==> src/rtl/er_cmd_fetch.sv <==
// Earthrise command-list sequencer: issues reads to the list memory, hides its
// 2-cycle latency with a prefetch FIFO and streams commands over valid/ready.
module er_cmd_fetch #(
  parameter int unsigned WORD       = 32,
  parameter int unsigned ADDRW      = 9,
  parameter int unsigned FIFO_DEPTH = 8
) (
  input  logic             clk,
  input  logic             rst,
  input  logic             start,
  input  logic [ADDRW-1:0] start_addr,
  input  logic             abort,
  output logic             busy,
  output logic             done,
  output logic             err,
  output logic [ADDRW-1:0] addr_er,
  input  logic [WORD-1:0]  dout_er,
  output logic             cmd_valid,
  input  logic             cmd_ready,
  output logic [WORD-1:0]  cmd_data
);

  localparam int unsigned PW = $clog2(FIFO_DEPTH);
  localparam int unsigned CW = PW + 1;
  localparam logic [CW:0] DepthC = FIFO_DEPTH[CW:0];

  typedef enum logic [1:0] {StIdle, StFetch, StDrain} state_e;

  state_e           state_q;
  logic [ADDRW-1:0] start_q;
  logic [ADDRW-1:0] next_q;
  logic             iss_q;
  logic             v1_q;
  logic             v2_q;
  logic [WORD-1:0]  fifo_q [FIFO_DEPTH];
  logic [PW-1:0]    wr_ptr_q;
  logic [PW-1:0]    rd_ptr_q;
  logic [CW-1:0]    count_q;

  logic        end_hit;
  logic        push;
  logic        pop;
  logic        room;
  logic        drained;
  logic [CW:0] occ;

  // v2_q marks the cycle in which dout_er carries the word issued two cycles earlier.
  assign end_hit = v2_q && (dout_er[WORD-1 -: 4] == 4'h0);
  assign push    = v2_q && !end_hit;
  assign pop     = cmd_valid && cmd_ready;
  // Reserve a FIFO slot for every read still in the pipeline so the FIFO never overflows.
  assign occ     = {1'b0, count_q} + {{CW{1'b0}}, iss_q} + {{CW{1'b0}}, v1_q}
                 + {{CW{1'b0}}, v2_q};
  assign room    = occ < DepthC;
  assign drained = (count_q == '0) && !iss_q && !v1_q && !v2_q;

  assign busy      = (state_q != StIdle);
  assign done      = (state_q == StDrain) && drained && !abort;
  assign cmd_valid = (count_q != '0);
  assign cmd_data  = fifo_q[rd_ptr_q];

  always_ff @(posedge clk) begin
    if (push) begin
      fifo_q[wr_ptr_q] <= dout_er;
    end
  end

  always_ff @(posedge clk) begin
    if (rst) begin
      state_q  <= StIdle;
      start_q  <= '0;
      next_q   <= '0;
      addr_er  <= '0;
      iss_q    <= 1'b0;
      v1_q     <= 1'b0;
      v2_q     <= 1'b0;
      wr_ptr_q <= '0;
      rd_ptr_q <= '0;
      count_q  <= '0;
      err      <= 1'b0;
    end else if (abort) begin
      state_q  <= StIdle;
      iss_q    <= 1'b0;
      v1_q     <= 1'b0;
      v2_q     <= 1'b0;
      wr_ptr_q <= '0;
      rd_ptr_q <= '0;
      count_q  <= '0;
    end else begin
      if (push) begin
        wr_ptr_q <= wr_ptr_q + 1'b1;
      end
      if (pop) begin
        rd_ptr_q <= rd_ptr_q + 1'b1;
      end
      if (push != pop) begin
        count_q <= push ? count_q + 1'b1 : count_q - 1'b1;
      end
      iss_q <= 1'b0;
      v1_q  <= iss_q;
      v2_q  <= v1_q;
      case (state_q)
        StIdle: begin
          if (start) begin
            state_q <= StFetch;
            start_q <= start_addr;
            addr_er <= start_addr;
            next_q  <= start_addr + 1'b1;
            iss_q   <= 1'b1;
            err     <= 1'b0;
          end
        end
        StFetch: begin
          if (end_hit) begin
            // Reads issued past the END word are dropped by clearing their tags.
            state_q <= StDrain;
            v1_q    <= 1'b0;
            v2_q    <= 1'b0;
          end else if (next_q == start_q) begin
            state_q <= StDrain;
            err     <= 1'b1;
          end else if (room) begin
            iss_q   <= 1'b1;
            addr_er <= next_q;
            next_q  <= next_q + 1'b1;
          end
        end
        StDrain: begin
          if (end_hit) begin
            v1_q <= 1'b0;
            v2_q <= 1'b0;
          end else if (drained) begin
            state_q <= StIdle;
          end
        end
        default: state_q <= StIdle;
      endcase
    end
  end

endmodule

==> config.mk <==
export PLATFORM = sky130hd
export DESIGN_NAME = er_cmd_fetch
export DESIGN_NICKNAME = d
export VERILOG_FILES = /design/src/rtl/er_cmd_fetch.sv
export SDC_FILE = /design/constraint.sdc
export NUM_CORES = 1
export LEC_CHECK = 0
export CAP_MARGIN = 20
export CORE_UTILIZATION = 53
export DETAILED_ROUTE_END_ITERATION = 10
export GPL_TIMING_DRIVEN = 1
export PLACE_DENSITY_LB_ADDON = 0.12
export SLEW_MARGIN = 0
export SYNTH_ARGS = -nofsm -noshare
export SYNTH_HDL_FRONTEND = slang
export SYNTH_SLANG_ARGS = --single-unit
==> constraint.sdc <==
create_clock -name clk -period 6.2 [get_ports clk]
set_clock_uncertainty 0.2 [all_clocks]
set_input_delay 1.55 -clock clk [delete_from_list [all_inputs] [get_ports clk]]
set_output_delay 1.55 -clock clk [all_outputs]
set_load 0.02 [all_outputs]
# After elaboration in Yosys (flattened, before gate mapping)
# Memories as Yosys holds them, arrays and structs flattened. A register that Yosys moved wholly into a read port is not among the register bits.
# Index checks and enable logic that the tools add are counted.
# totals
in_bits,46
word_cells,94
memories,1
output_inout_bits,45
mem_bits_rw,256
regBits,43
# memory_table
memory,words,width,read_ports,rd_ports_with_merged_regs,wr,line,text
fifo_q,8,32,1,1,1,35,logic [WORD-1:0] fifo_q [FIFO_DEPTH];
# op_classes
n_eq_ne,12
n_bitwise,1
n_mux,34
n_lt_le_gt_ge,1
reduce_logical,25
addsub,9
# op_table
op,n
$mux W9,8
$pmux W9 S2,2
$add A9 B1 Y9 const B,2
$ne A2 B2 Y1 const B,7
$mux W1,13
$add A5 B1 Y5,2
$mux W2,5
$eq A9 B9 Y1,1
$logic_and A1 B1 Y1,8
$logic_not A4 Y1,2
$add A3 B1 Y3 const B,2
$mux W3,2
$pmux W2 S3,1
$reduce_and A6 Y1,1
$add A4 B1 Y5,1
$logic_not A1 Y1,5
$lt A5 B4 Y1 const B,1
$reduce_and A5 Y1,1
$add A4 B1 Y4 const B,1
$mux W4,1
$pmux W1 S2,2
$reduce_and A4 Y1,1
$reduce_bool A2 Y1,2
$reduce_bool A4 Y1,1
other kinds (9),10

# Longest topological paths before layout
# Gate-level depths: netlist of run 1.
# depth
word_depth,8
mapped_depth,10
ltp_nobuf,9

# Worst setup path after synthesis of run 1
# No wires, ideal clock.
# synth_path
path_kind,input port to flip-flop
start,in dout_er[28]
end,mem fifo_q[0][0] (enable)
setup_time_ps,502
t_arrival_ps,5167
t_required_ps,5498
path_buffers,0
slack_ps,331
path_stages,4
path_cell_list,nor4_1 > nor2_1 > clkinv_1 > nor4_1
# synth_between
elab_chain_cells,6
# synth_lines
item,line,text
"start, declared",17,"input logic [WORD-1:0] dout_er,"
$logic_not A4 Y1,48,assign end_hit = v2_q && (dout_er[WORD-1 -: 4] == 4'h0);
$logic_and A1 B1 Y1,48,
$logic_not A1 Y1,49,assign push = v2_q && !end_hit;
$logic_and A1 B1 Y1,49,
$mux W1,63,if (push) begin
$mux W1 (implied by the code),64,fifo_q[wr_ptr_q] <= dout_er;
"end, declared",35,
# Every way passes these cells.

==> results of run 1 <==
-- critical path, cell delays in order, from the launching register on --
cell and delay, ns:
sky130_fd_sc_hd__dfxtp_4 0.86, sky130_fd_sc_hd__buf_4 0.44, sky130_fd_sc_hd__mux4_2 0.55, sky130_fd_sc_hd__mux2_2 0.28
sky130_fd_sc_hd__clkdlybuf4s50_1 0.54
-- report_power, final --
group / internal (mW) / leakage [nW] / switching [mW]
clock network: 0.961 / 0.459 / 0.711
logic: 0.0932 / 1.53 / 0.111
registers: 2.22 / 2.68 / 0.0171
total: 3.27 / 4.67 / 0.840
-- layer usage --
layer	global-route usage, %	vias to the layer above	routed length [um]
met5	0	-	14
met4	6.20	2	449
met3	3.09	43	1120
met2	32.7	157	11000
met1	28.3	3111	9930
li1	-	2804	-
-- kinds of logic after synthesis --
group | count (synthesis) | share of synthesized area [%]
AO/OA/AOI/OAI | 39 | 2.40
XOR/XNOR | 19 | 1.37
adder cells (fa/ha/maj) | 11 | 1.26
buffers and inverters | 42 | 1.52
flip-flops | 302 | 71.1
multiplexers | 129 | 17.8
AND/OR/NAND/NOR | 108 | 4.57
-- sequential cells by signal (all words and copies together), names as in the netlist, 2 cells and up, named ones only --
register  count
addr_er       9
count_q       4
fifo_q      256
next_q        9
rd_ptr_q      3
start_q       9
state_q       2
wr_ptr_q      3
-- cell type report --
| class | instances | area, um^2 |
|---|---|---|
| clock buffers | 42 | 858 |
| clock inverters | 14 | 66.3 |
| inverters | 12 | 45.0 |
| repair buffers | 103 | 998 |
| flip-flops and latches | 302 | 8610 |
| fillers | 1527 | 7800 |
| well taps | 280 | 350 |
| multi-input cells | 306 | 3360 |
-- cell usage in the layout, fill, tap and decap left out, types with 3 or more instances in the layout --
master                            synthesis  final
sky130_fd_sc_hd__mux2_2                  34     34
sky130_fd_sc_hd__clkinv_1                 1      7
sky130_fd_sc_hd__inv_1                   11     11
sky130_fd_sc_hd__nand2b_1                 6      6
sky130_fd_sc_hd__mux2_1                  11     11
sky130_fd_sc_hd__buf_4                    0     13
sky130_fd_sc_hd__clkdlybuf4s50_1          0     90
sky130_fd_sc_hd__a211oi_1                 9      9
sky130_fd_sc_hd__mux2i_1                 20     20
sky130_fd_sc_hd__ha_1                     9      9
sky130_fd_sc_hd__edfxtp_1               256    256
sky130_fd_sc_hd__nand3b_1                 4      4
sky130_fd_sc_hd__nor2b_1                 12     12
sky130_fd_sc_hd__clkbuf_1                16      8
sky130_fd_sc_hd__nand3_1                  9      9
sky130_fd_sc_hd__dfxtp_1                 46     43
sky130_fd_sc_hd__a21oi_1                 11     11
sky130_fd_sc_hd__nand2_1                 12     12
sky130_fd_sc_hd__nor2_4                   0      3
sky130_fd_sc_hd__xor2_1                  16     16
sky130_fd_sc_hd__nand4_1                  3      3
sky130_fd_sc_hd__nor3_2                   0      4
sky130_fd_sc_hd__mux4_2                  64     64
sky130_fd_sc_hd__clkinv_2                 0      7
sky130_fd_sc_hd__and2_1                   3      3
sky130_fd_sc_hd__nor3_1                   9      5
sky130_fd_sc_hd__xnor2_1                  3      3
sky130_fd_sc_hd__nor2_1                  37     34
sky130_fd_sc_hd__clkbuf_16                0     32
-- final timing paths --
path	cells after the start	endpoint	from
setup / recovery	4	cmd_data[20]	flip-flop
hold / removal	2	addr_er[1]	addr_er[1]
setup reg to reg	9	next_q[8]	state_q[1]
hold reg to reg	2	addr_er[1]	addr_er[1]
==> summary.txt, run 1 <==
Status
  – Outcome: complete, no violations

Floorplanning
  – Starting utilization of the core area: a little over half
  – Overall die width: 153 um
  – Number of I/O pins: 91
  – Standard-cell row count: 54
  – Area of the core: 0.0221 mm^2
  – Height of the die: roughly 150 um
  – Die area: 0.0234 mm^2

Global route
  – Vias in the first global route: 6576
  – Maximum number of pins on one net before global-route repair: 65
  – Antenna violations before repair: 1
  – Grt total ovfl: 0
  – Wire length of the first global-routing pass: 36.1 mm
  – Global router's overall resource usage: approximately 20%

Routing
  – Violation count after the first detailed-routing iteration: 312
  – Number of search-and-repair iterations in the first detailed-routing pass: 5
  – Final wirelength: 22.5 mm
  – Routed via count divided by cell count: around 5.8
  – Number of nets with antenna violations after detailed routing: 0
  – Via count of the routed design: 6117
  – Average wire per standard cell: 21.3 um
  – Remaining design rule violation count: 0

Finish
  – Area growth, synth to finish: 18.1%
  – Final non-filler cell total: ~1100
  – Final design utilization: 64.7%
  – Diodes inserted: 0
  – Fraction of layout cells with a size suffix above 1: 21.7%
  – Design area: around 0.014 mm^2
  – Number of nets in the final layout: between 800 and 900

Synth
  – Netlist area before placement: 0.0121 mm^2
  – Synthesized netlist cell count: 650
  – Flip-flop and latch count after synthesis: 302
  – Synth Flop Type: sky130_fd_sc_hd__edfxtp_1
  – Post-synthesis net count: 707
  – Count of distinct cell types in the synthesized netlist: 50
  – Top cell type by total area after synthesis: sky130_fd_sc_hd__edfxtp_1
  – Number of synthesized flops with an enable pin: 256
  – Share of synthesized registers carrying an async set or reset: 0%
  – Cell with the most instances after synthesis: sky130_fd_sc_hd__edfxtp_1
  – Fraction of post-synthesis cell area in the top cell type by area: 63.5%
  – Cell types with the largest area share after synthesis: sky130_fd_sc_hd__edfxtp_1 (64%), sky130_fd_sc_hd__mux4_2 (12%), sky130_fd_sc_hd__dfxtp_1 (7.6%), sky130_fd_sc_hd__mux2_2 (3.2%), sky130_fd_sc_hd__mux2i_1 (1.7%)
  – Avg Synthesized Cell Area: 18.6 um^2
  – Warnings from Yosys: 0
  – Sequential area share after synthesis: slightly above 70%
  – Most used standard cells in the synthesized netlist: sky130_fd_sc_hd__edfxtp_1 (256), sky130_fd_sc_hd__mux4_2 (64), sky130_fd_sc_hd__dfxtp_1 (46)

Worst setup path
  – Nature of the critical path endpoint: output pin
  – Category of the worst setup path launch point: flip-flop
  – Register-to-register setup slack: 3.03 ns
  – Worst-path maximum fanout: 38
  – Critical path data arrival time: ~3.3 ns
  – Endpoint required time on the critical path: 4.45 ns
  – Critical path class: flip-flop to output pin

Timing
  – Setup_tns: 0 ns
  – Pin slew with the least headroom to its limit: 1.06 ns
  – Shortest period the worst path allows: approximately 5.0 ns
  – Tightest hold margin: between 0.2 and 0.3 ns
  – Post-route fraction of the period consumed by the critical path: 80.7%
  – Max Clock Freq: 200 MHz
  – Total setup violations reported at the end of the flow: 0
  – Slew headroom: 29.5%
  – Hold Violations, Final: 0
  – Fin worst setup slack: about 1.2 ns
  – RSZ-0062 raised after global routing: false
  – Max-slew violation total from the final report: 0

Clocking
  – TritonCTS clock tree: done
  – Clock slew at reported path FFs: 0.06 ns
  – Bufs on Longest Clock Path: 3
  – Clk Latency, worst-skew pair: approximately 0.54 ns
  – Number of sinks on the clock net: 302
  – CTS hold repair buffers: 0
  – Deepest level of the CTS H-tree: 1
  – Cells resized by post-CTS repair: 0
  – Clock root buffer master: sky130_fd_sc_hd__clkbuf_16
  – Setup Buffers After CTS: 0
  – Cts bufs inserted: 31

Run
  – Maxcap violations: 0

Placed design
  – Placement Setup Slack: roughly 1.6 ns
  – DPL Wire Length: 12.8 mm
  – RePlAce Congestion: approximately 0.86
  – Port-buffer cells: 90
  – Number of instances in the placed design: 1003
  – Cell area after placement: ~0.013 mm^2

Power
  – Total power draw: between 4 and 5 mW
  – Leakage power total: 4.67 nW
  – Worst VDD drop: 229 uV
  – Power density over the cells: ~290 mW/mm^2

Min path
  – Min-delay worst type: flip-flop to flip-flop
No activity file was read; power rests on OpenSTA's default activity.
==> run 2: changes to the inputs <==
- clock period: 6.2 -> 5.09 ns (I/O delays scaled with it)
==> run 2 against run 1 <==
- clock power grew 27%
- highest routed layer is now met4
- hold slack gained 0.014 ns
- first-iteration DRC count shrank 18%
- largest power group unchanged
- core utilization grew 0.65 points
- critical path depth is the same
- sequential power grew 21%
- count of clock-buffer cells in the layout shrank 1
- cell count grew 0.47%
- register-to-register slack lost 1.1 ns
- via count grew 1.0%
- combinational power grew 21%
- total power grew 24%
==> summary.txt, run 2 (synthesized netlist as in run 1, its figures left out) <==
Finish
  – Top register by number of flip-flops: fifo_q
  – Number of nets in the final layout: a little over 800
  – Fraction of layout cells with a size suffix above 1: between 20% and 30%
  – Area taken by multi-input logic gates: 0.00337 mm^2
  – Sequential standard cell area: 0.00861 mm^2
  – Flip-flop count of the largest register after layout: between 200 and 300
  – Final design utilization: 65.3%
  – Area growth, synth to finish: 19.3%
  – Final non-filler cell total: 1064
  – Fill cell instance count of the final layout: 1485
  – Commonest cells after routing, fill and taps aside: sky130_fd_sc_hd__edfxtp_1 (256), sky130_fd_sc_hd__clkdlybuf4s50_1 (90), sky130_fd_sc_hd__mux4_2 (64), sky130_fd_sc_hd__dfxtp_1 (43)
  – Most common cell after layout, fill and taps aside: sky130_fd_sc_hd__edfxtp_1

Worst setup path
  – Endpoint required time on the critical path: 3.62 ns
  – Nature of the critical path endpoint: output pin
  – Critical path data arrival time: about 3.0 ns
  – Path length in cells of the critical path: 4
  – Critical path class: flip-flop to output pin
  – Launching point of the worst reg2reg path: state_q[1]
  – Largest incremental delay on the critical path: 0.64 ns
  – Category of the worst setup path launch point: flip-flop
  – Path depth of the worst reg2reg path: 9
  – Worst-path maximum fanout: 22
  – Max stage delay cell, worst path: sky130_fd_sc_hd__dfxtp_4
  – Register-to-register setup slack: 1.93 ns
  – Delay-heaviest family, CP: buffers and inverters
  – Chain of cells forming the critical path: buf_4, mux4_2, mux2_2, clkdlybuf4s50_1
  – Buffering stage count on the worst path with inverters included: 2

Placed design
  – Port-buffer cells: 90
  – DPL Wire Length: 13.6 mm
  – Number of instances in the placed design: 1007
  – RePlAce Congestion: 0.829

Floorplanning
  – Starting utilization of the core area: between 50 and 60%
  – Die area: between 0.02 and 0.025 mm^2
  – Area of the core: 0.0221 mm^2
  – Height of the die: 153 um
  – Overall die width: roughly 150 um
  – Standard-cell row count: 54
  – Number of I/O pins: 91

Power
  – Total power draw: 5.09 mW
  – Worst VDD drop: 289 uV
  – Power density over the cells: roughly 350 mW/mm^2
  – Leakage power total: 4.73 nW

Min path
  – Min-delay worst type: flip-flop to flip-flop
  – Hold path startpoint: addr_er[7]
  – Cells on Worst Hold Path: 2

Timing
  – Total setup violations reported at the end of the flow: 0
  – Setup_tns: 0 ns
  – Pin slew with the least headroom to its limit: 1.04 ns
  – Max Clock Freq: roughly 220 MHz
  – Post-route fraction of the period consumed by the critical path: about 90%
  – Shortest period the worst path allows: 4.49 ns
  – Hold Violations, Final: 0
  – RSZ-0062 raised after global routing: false
  – Max-slew violation total from the final report: 0
  – Slew headroom: 30.7%

Clocking
  – Number of sinks on the clock net: 302
  – Bufs on Longest Clock Path: 3
  – Deepest level of the CTS H-tree: 1
  – TritonCTS clock tree: done
  – Cells resized by post-CTS repair: 0
  – Clock slew at reported path FFs: 0.06 ns
  – CTS hold repair buffers: 0
  – Clk Latency, worst-skew pair: roughly 0.55 ns
  – Cts bufs inserted: 30
  – Clock root buffer master: sky130_fd_sc_hd__clkbuf_16
  – Setup Buffers After CTS: 0

Routing
  – Number of search-and-repair iterations in the first detailed-routing pass: 5
  – Routed via count divided by cell count: 5.81
  – Number of nets with antenna violations after detailed routing: 0
  – Violation count after the first detailed-routing iteration: 257
  – Remaining design rule violation count: 0
  – Average wire per standard cell: 21.4 um
  – Via count of the routed design: 6180
  – Final wirelength: around 23 mm

Global route
  – Wire length of the first global-routing pass: roughly 36 mm
  – Global router's overall resource usage: 20.4%
  – Vias in the first global route: 6512
  – Grt total ovfl: 0
  – Antenna violations before repair: 1
  – Maximum number of pins on one net before global-route repair: 44

Run
  – Maxcap violations: 0

Status
  – Outcome: complete, no violations
run 2: where the power goes:
part           switching, mW  total [mW]  internal [mW]
logic                  0.133       0.247          0.114
registers             0.0224        2.72           2.70
clock network          0.880        2.12           1.24
total                   1.04        5.09           4.05
run 2: worst min-delay path, delay by kind of cell, from the launching register on:
family,cells,cell delay (ns)
flip-flops,1,0.31
AO/OA/AOI/OAI,1,0.06
buffers and inverters,1,0.05
run 2: final timing paths:
path,endpoint
worst max-delay path,cmd_data[28]
worst min-delay path,addr_er[7]
worst max register to register,next_q[6]
worst min register to register,addr_er[7]
run 2: area by class of cell:
cell class | instances | area share, %
antenna | 1 | 0.0173
clock buffer | 41 | 5.98
clock inverter | 15 | 0.789
inverter | 12 | 0.312
multi-input combinational | 306 | 23.3
sequential | 302 | 59.7
tap | 280 | 2.43
timing repair buffer | 107 | 7.47
run 2: per-stage QoR:
stage	hold slack, ns	area, um^2	setup slack, ns
global route	0.295	14400	0.402
detailed placement	0.258	13500	0.815
global placement	0.250	13500	0.887
finish	0.270	14400	0.598
CTS	0.278	14400	0.499
floorplan	0.254	12100	0.351
run 2: routing by layer:
| metal | global-route usage [%] | vias to the layer above | part of all wire, % |
|---|---|---|---|
| met5 | 0 | - | 0 |
| met4 | 5.48 | 0 | 2.0 |
| met3 | 3.15 | 38 | 5.0 |
| met2 | 34.6 | 183 | 50 |
| met1 | 27.7 | 3153 | 43 |
| li1 | - | 2806 | - |
